### config.mk
export PLATFORM = sky130hd
export DESIGN_NAME = fifo_core
export DESIGN_NICKNAME = d
export VERILOG_FILES = /design/src/rtl/fifo_core.sv
export SDC_FILE = /design/constraint.sdc
export NUM_CORES = 1
export LEC_CHECK = 0
export CAP_MARGIN = 20
export CORE_MARGIN = 2
export CORE_UTILIZATION = 63
export DETAILED_ROUTE_END_ITERATION = 8
export HOLD_SLACK_MARGIN = 0.03
export PLACE_DENSITY = 0.91
export SYNTH_ARGS = -nofsm -noshare
export SYNTH_HDL_FRONTEND = slang
export SYNTH_SLANG_ARGS = --single-unit
### constraint.sdc
create_clock -name clk -period 7.4 [get_ports clk]
set_clock_uncertainty 0.15 [all_clocks]
set_input_delay 0.74 -clock clk [delete_from_list [all_inputs] [get_ports clk]]
set_output_delay 0.74 -clock clk [all_outputs]
set_load 0.01 [all_outputs]
### src/rtl/fifo_core.sv
// Single-clock first-word-fall-through FIFO with full / one-place-left /
// empty / one-datum occupancy flags decoded from a registered count.
module fifo_core #(
    parameter int DATA_WIDTH = 32,
    parameter int DEPTH      = 8
) (
    input  logic                  clk,
    input  logic                  rst_n,
    input  logic [DATA_WIDTH-1:0] data_in,
    input  logic                  we_in,
    input  logic                  re_in,
    output logic [DATA_WIDTH-1:0] data_out,
    output logic                  full_out,
    output logic                  one_p_out,
    output logic                  empty_out,
    output logic                  one_d_out
);

    localparam int PTR_W = (DEPTH > 1) ? $clog2(DEPTH) : 1;
    localparam int CNT_W = $clog2(DEPTH + 1);

    localparam logic [PTR_W-1:0] PTR_LAST  = PTR_W'(DEPTH - 1);
    localparam logic [CNT_W-1:0] CNT_FULL  = CNT_W'(DEPTH);
    localparam logic [CNT_W-1:0] CNT_ONE_P = CNT_W'(DEPTH - 1);
    localparam logic [CNT_W-1:0] CNT_ONE   = CNT_W'(1);

    logic [DATA_WIDTH-1:0] mem [DEPTH];

    logic [PTR_W-1:0] wr_ptr_q, wr_ptr_d;
    logic [PTR_W-1:0] rd_ptr_q, rd_ptr_d;
    logic [CNT_W-1:0] count_q, count_d;
    logic             wa;
    logic             ra;

    // Explicit wrap so non-power-of-two depths work.
    function automatic logic [PTR_W-1:0] ptr_inc(input logic [PTR_W-1:0] p);
        return (p == PTR_LAST) ? '0 : p + PTR_W'(1);
    endfunction

    always_comb begin
        wa       = we_in & ~full_out;
        ra       = re_in & ~empty_out;
        wr_ptr_d = wr_ptr_q;
        rd_ptr_d = rd_ptr_q;
        count_d  = count_q;
        if (wa) begin
            wr_ptr_d = ptr_inc(wr_ptr_q);
        end
        if (ra) begin
            rd_ptr_d = ptr_inc(rd_ptr_q);
        end
        case ({wa, ra})
            2'b10:   count_d = count_q + CNT_W'(1);
            2'b01:   count_d = count_q - CNT_W'(1);
            default: count_d = count_q;
        endcase
    end

    always_ff @(posedge clk or negedge rst_n) begin
        if (!rst_n) begin
            wr_ptr_q <= '0;
            rd_ptr_q <= '0;
            count_q  <= '0;
        end else begin
            wr_ptr_q <= wr_ptr_d;
            rd_ptr_q <= rd_ptr_d;
            count_q  <= count_d;
        end
    end

    // Storage is deliberately not reset; an empty FIFO masks its contents.
    always_ff @(posedge clk) begin
        if (wa) begin
            mem[wr_ptr_q] <= data_in;
        end
    end

    assign full_out  = (count_q == CNT_FULL);
    assign one_p_out = (count_q == CNT_ONE_P);
    assign empty_out = (count_q == '0);
    assign one_d_out = (count_q == CNT_ONE);
    assign data_out  = empty_out ? '0 : mem[rd_ptr_q];

endmodule

# Yosys cells after proc, flatten, opt, wreduce, memory -nomap -nowiden
# Memories as Yosys holds them, arrays and structs flattened.
# Cells that the tools add are included.
[totals] reg_bits=10 latchBits=0 ramBits=256 romBits=0 inputBits=36 out_inout_bits=36 wordCells=27 mem_count=1
[op_classes] addsub=4 mul=0 n_div=0 magnitude_cmp=0 eq_ne=7 n_shift=0 n_mux=6 bitwise=4 n_reduce_logical=2
[mem_list] memory="mem" depth=8 word_bits=32 rd=1 rd_clocked_by_memory_dff=0 write_ports=1 line="27" rtl="logic [DATA_WIDTH-1:0] mem [DEPTH];"
[op_table] operator="two-way mux 32 bit" n=1
[op_table] operator="one-hot mux 4 bit (2 select lines)" n=1
[op_table] operator="adder 3 x 1 -> 3 bit, second input constant" n=2
[op_table] operator="equality test 3 bit, second input constant" n=2
[op_table] operator="two-way mux 3 bit" n=2
[op_table] operator="adder 4 x 1 -> 4 bit, second input constant" n=1
[op_table] operator="equality test 4 x 1 -> 1 bit, second input constant" n=1
[op_table] operator="equality test 4 x 3 -> 1 bit, second input constant" n=1
[op_table] operator="equality test 4 bit, second input constant" n=1
[op_table] operator="zero test 4 bit" n=1
[op_table] operator="subtractor 4 x 1 -> 4 bit, second input constant" n=1
[op_table] operator="bitwise AND 1 bit" n=2
[op_table] operator="equality test 2 x 1 -> 1 bit, second input constant" n=1
[op_table] operator="equality test 2 bit, second input constant" n=1
[op_table] operator="two-way mux 1 bit" n=2
[op_table] operator="inverter 1 bit" n=2
[op_table] operator="nonzero test 2 bit" n=1

# Depth between registers and ports, before layout
# Gate-level depths: netlist of the first run.
[depth] ltp_word=5 depth_mapped=9 mapped_depth_nobuf=9

# Least setup slack after synthesis of the first run
# Ideal clock, no wire load.
[synth_path] kind="reg2reg" startpoint="reg count_q[0]" endpoint="mem mem[0][0], enable pin" setup_ns=0.501 t_arrival_ns=4.050 required_time_ns=6.749 path_slack_ns=2.699 path_stages_with_launch=6 n_path_buf=0 period_less_slack_ns=4.701 path_cell_list="dfrtp_1 inv_1 ha_1 nand3b_1 nand2_1 nor4_1"
[synth_via] elab_chain_len=5
[synth_lines] element="start: declaration" line="31" rtl="logic [CNT_W-1:0] count_q, count_d;"
[synth_lines] element="start signal: assignment" line="67" rtl="count_q <= count_d;"
[synth_lines] element="equality test 4 bit" line="78" rtl="assign full_out = (count_q == CNT_FULL);"
[synth_lines] element="inverter 1 bit" line="41" rtl="wa = we_in & ~full_out;"
[synth_lines] element="bitwise AND 1 bit" line="41"
[synth_lines] element="two-way mux 1 bit" line="73" rtl="if (wa) begin"
[synth_lines] element="two-way mux 1 bit (not written as such)" line="74" rtl="mem[wr_ptr_q] <= data_in;"
[synth_lines] element="end: declaration" line="27"
# Every way passes these cells.

# Worst setup path in the final report of the first run
[layout_path] startpoint="reg count_q[0]" endpoint="out data_out[5]"
[layout_via] elab_chain_len=2
[layout_lines] element="zero test 4 bit" line="80" rtl="assign empty_out = (count_q == '0);"
[layout_lines] element="two-way mux 32 bit" line="82" rtl="assign data_out = empty_out ? '0 : mem[rd_ptr_q];"
[layout_lines] element="end: declaration" line="12" rtl="output logic [DATA_WIDTH-1:0] data_out,"
# Every way passes these cells.

==> results of run 1 <==
-- power breakdown --
group	internal [mW]	switching, mW	total (mW)
clock network	0.690	0.530	1.22
logic	0.871	0.812	1.68
registers	1.91	0.116	2.02
-- final timing paths --
check | from | to | slack [ps]
hold / removal | rst_n | wr_ptr_q[0] | 390
setup reg to reg | count_q[0] | mem[7][26] | 4630
setup / recovery | count_q[0] | data_out[5] | 3300
hold reg to reg | count_q[3] | count_q[3] | 420
max in group asynchronous | rst_n | rd_ptr_q[0] | 6350
min in group clk | count_q[3] | count_q[3] | 420
-- cells by family (layout without fill, tap and decap cells) --
group / after synthesis / count (layout)
simple gates: 27 / 27
buf+inv: 25 / 136
xor+xnor: 4 / 4
other cells: 0 / 1
flops: 266 / 266
compound gates: 34 / 34
fa+ha+maj: 8 / 8
mux: 71 / 71
-- placed cells by master (no fill, tap or decap), types with 2 or more instances in the layout --
| cell | count |
|---|---|
| a22o_1 | 32 |
| buf_4 | 14 |
| bufinv_16 | 2 |
| clkbuf_1 | 5 |
| clkbuf_16 | 25 |
| clkdlybuf4s50_1 | 71 |
| clkinv_1 | 5 |
| clkinv_2 | 5 |
| clkinvlp_4 | 3 |
| dfrtp_1 | 8 |
| edfxtp_1 | 256 |
| ha_1 | 8 |
| inv_1 | 4 |
| mux2_2 | 6 |
| mux4_1 | 3 |
| mux4_2 | 61 |
| nand2_1 | 3 |
| nand2b_1 | 3 |
| nor2_1 | 3 |
| nor2_4 | 4 |
| nor3_2 | 4 |
| xnor2_1 | 2 |
| xor2_1 | 2 |
-- metal layers --
metal  global-route usage  up-vias  wire length [um]
met2                0.413      293             10600
li1                     -     2043                 -
met5                    0        -                 0
met4                0.100        0               762
met1                0.338     2595              7860
met3               0.0475       55              1730
-- registers in the layout, indices dropped and copies added (netlist names) --
| signal | cells |
|---|---|
| count_q | 4 |
| mem | 256 |
| rd_ptr_q | 3 |
| wr_ptr_q | 3 |
-- stage by stage --
stage	utilization	setup slack, ps	area [um^2]	total power [mW]
final	0.760	3300	12000	4.92
after CTS	0.759	3270	12000	4.95
after floorplan	-	2700	10200	3.05
after detailed placement	0.711	3790	11200	3.72
after global placement	0.709	3620	11200	3.62
after global routing	0.760	3130	12000	5.11
-- area by class of cell --
type	count	area [um^2]
sequential	266	7940
fill	799	3800
multi-input combinational	144	2170
timing repair buffer	87	855
clock buffer	30	644
tap	216	270
clock inverter	15	126
inverter	4	15.0
antenna	1	2.50
==> results.ini, run 1 <==
[run_status]
status=completed

[floorplan]
die_h_um=131
dieArea_mm2=0.0172
io_pins=72
die_x_um=131
core_mm2=0.0158
start_util=0.644
fp-row-count=46

[timing]
maxSlewViolCount=0
fin_crit_sh=0.554
max_slew_margin=0.358
finalHoldViolations=0
tightest_slew_ps=962
min_period_ps=4100
finalSetupTns_ps=0
setup_viol=0
fin_worst_hold_slack_ps=393
max_freq_mhz=244
rsz0062_at_grt=false

[synthesis]
synth_most_common_cell=edfxtp_1
muxShareOfSynthArea=0.150
yosys.area.top_type_share=0.754
yosys.area.top_type=edfxtp_1
yosysWarnings=0
yosys-top-cells-count=edfxtp_1 (256), mux4_2 (61), a22o_1 (32)
ys_seq_elements=266
synth-async-reset-ratio=0.0376
avgSynthCellArea_um2=23.4
ys.flop_type=edfxtp_1
synth_area_mm2=0.0102
synthAdderAreaFrac=0.00982
synth_area_leaders=edfxtp_1 (75%), mux4_2 (13%), a22o_1 (2.7%)
syn_inst=435
synth-edff-count=256
synth_compound_area_frac=0.0285
synth-simple-area-share=0.0152
ys_types=31
seq_area_frac_synth=0.779
syn_nets=479
synth_top_family_by_area=multiplexers
synth-xor-area-share=0.00344

[critical_path]
end_kind=output port
cpPeakStageDelay_ps=770
crit_required_ps=6510
critPathMaxFanout=32
critPathTopFamily=simple AND/OR/NAND/NOR gates
arrival_ps=3210
crit_chain=inv_1 > ha_1 > nor3b_2 > nor2b_4 > a22o_1 > clkdlybuf4s50_1
reg2reg_depth=6
crit_buf_inv=2
worstSetupStartpointType=flop
slowest_stage=nor2b_4
crit_cells=6
worst-setup-path-type=flop to output port

[clock_network]
cts_tree=built
cts.path.max_buffers=3
clock_sinks=266
post-cts-setup-buffers=0
ctsHtreeMaxLevel=1
cts_root_buffer=clkbuf_16
ctsHoldBuffers=0
clock_latency_ps=510
cts_buffers=25
path_clk_slew_ps=60
cts_resized=0

[drt]
vias=4986
drt_iter0_markers=536
ant_nets=0
drt_first_pass_iters=5
wirelength_mm=20.9
wl_per_cell_um=27.4
drc=0
viasPerCell=6.53

[flow_run]
cap_violations=0

[final_layout]
final_cell_count_no_fill=763
layout.nets=572
syn_to_final_growth_pct=18.0
drive_above_1_share=0.240

[placement]
port_buffers=71
place_inst=716
place_hpwl_mm=11.3
place.gp.congestion=0.707

[global_routing]
antenna_found_initial=1
grtUsageTotal=0.250
grt_max_degree=59
grt_pass1_wl_mm=31.9
overflow=0
grt_pass1_vias=5316

[power_and_ir_drop]
power_density_mw_per_mm2=409
ir_worst_vdd_mv=0.255
cellLeakagePower_nw=3.93

[min_path]
hold_class=input pin to asynchronous set/reset pin

(Power assumes the default switching activity.)
==> run 2, diff against run 1 <==
Settings changed: CORE_UTILIZATION 63 to 53, PLACE_DENSITY 0.91 to 0.82.
Clock period 7.4 ns to 3.6 ns, I/O delays scaled along.
==> run 2 against run 1 <==
Total power up 120%. Worst hold slack better by 26 ps. Clock-buffer cell count up 1. Final cell count up 3.5%. Highest routed layer unchanged.
==> results.ini, run 2 (synthesized netlist as in run 1, its figures left out) <==
[drt]
drt_iter0_markers=621
wl_per_cell_um=26.8
ant_nets=0
vias=4886
viasPerCell=6.18
drc=0
wirelength_mm=21.2
drt_first_pass_iters=7

[run_status]
status=completed

[critical_path]
r2r-start=count_q[0]
reg2reg_to=count_q[3]
endpoint=data_out[19]
worst-setup-path-type=flop to output port
arrival_ps=2930
crit_required_ps=3090
worstSetupStartpointType=flop
regToRegSetupSlack_ps=860
end_kind=output port
critPathLaunch=count_q[0]
critPathMaxFanout=16
reg2reg_depth=9

[floorplan]
die_h_um=143
core_mm2=0.0188
fp-row-count=50
io_pins=72
start_util=0.543
dieArea_mm2=0.0204
die_x_um=143

[global_routing]
grt_pass1_wl_mm=31.7
overflow=0
grt_max_degree=38
antenna_found_initial=0
grtUsageTotal=0.213
grt_pass1_vias=5151

[placement]
place.gp.congestion=0.711
preCtsSetupSlack_ps=473
port_buffers=71
place_hpwl_mm=11.3
place_inst=736

[timing]
fin_crit_sh=0.955
final.setup.worst_slack_ps=162
min_period_ps=3440
finalHoldViolations=0
max_freq_mhz=291
max_slew_margin=0.539
maxSlewViolCount=0
tightest_slew_ps=690
setup_viol=0
rsz0062_at_grt=false

[power_and_ir_drop]
p_total_mw=10.6
ir_worst_vdd_mv=0.473
cellLeakagePower_nw=4.05
power_density_mw_per_mm2=862

[final_layout]
syn_to_final_growth_pct=20.9
layout_common_cells=edfxtp_1 (256), clkdlybuf4s50_1 (71), mux4_2 (61)
reg_top3=mem x256, count_q x4
largest_register=mem
diodes=0
largest_register_ffs=256
layout_commonest_cell=edfxtp_1
layout.nets=579
final_cell_count_no_fill=790
drive_above_1_share=0.255

[clock_network]
cts.path.max_buffers=3
cts_root_buffer=clkbuf_16
clock_sinks=266
ctsHtreeMaxLevel=1
cts_buffers=27
cts_tree=built
clock_latency_ps=520
path_clk_slew_ps=60

[min_path]
hold_class=input pin to flop

[flow_run]
cap_violations=0

## run 2: cell count changes in the layout (fill, tap and decap cells not counted), sizes merged
cell / before / now
clkinvlp: 3 / 2
nor2b: 2 / 3
diode: 1 / 0
bufinv: 2 / 5
clkbuf: 30 / 31
clkinv: 10 / 9
inv: 4 / 7
dlygate4sd3: 0 / 1
nor2: 7 / 8
buf: 16 / 18
## run 2: power breakdown
part           internal, mW  switching [mW]  total [mW]
logic                  1.86            1.69        3.55
registers              3.91           0.283        4.20
clock network          1.74            1.14        2.88
## run 2: routing by layer
layer	vias up	track usage	wire length [um]
li1	2074	-	-
met1	2571	0.299	8560
met2	219	0.360	10900
met3	22	0.0349	1420
met4	0	0.0485	280
met5	-	0	0
## run 2: worst min-delay path by stage
stage	slack (ps)	cells after the start	start	end
6_report	420	1	data_in[5]	mem[4][5]
5_1_grt	420	1	data_in[20]	mem[6][20]
4_1_cts	400	1	data_in[20]	mem[6][20]
3_5_place_dp	420	2	count_q[1]	count_q[1]
3_3_place_gp	380	2	count_q[1]	count_q[1]
2_1_floorplan	-90	0	rst_n	count_q[0]
## run 2: repair_timing
| item | in CTS | in global routing |
|---|---|---|
| buffers inserted | 0 | 1 |
| cloned | 2 | 0 |
| resized for setup | 3 | 0 |
| setup endpoints to repair | 32 | 1 |
| hold buffers | 1 | 0 |
| endpoints found under the hold margin | 6 | 0 |
## run 2: final cells by class
cell class / count / area, um^2
well taps: 234 / 293
clock inverters: 19 / 231
fillers: 1170 / 6440
repair buffers: 90 / 931
clock buffers: 31 / 691
flip-flops and latches: 266 / 7940
inverters: 4 / 15.0
multi-input cells: 146 / 2220
## run 2: metrics by stage
step                      utilization  hold slack [ps]  TNS [ps]  area [um^2]
after floorplan                     -            -85.6    -25190        10200
after global placement          0.604              376         0        11300
after detailed placement        0.604              415         0        11300
after CTS                       0.656              398         0        12300
after global routing            0.657              420         0        12300
final                           0.657              419         0        12300
## run 2: critical path: stages (launching register included)
cell             delay (ps)
dfrtp_1                 450
inv_1                    90
ha_1                    190
nor3b_4                 600
nor2_4                  280
a22o_1                  290
clkdlybuf4s50_1         480
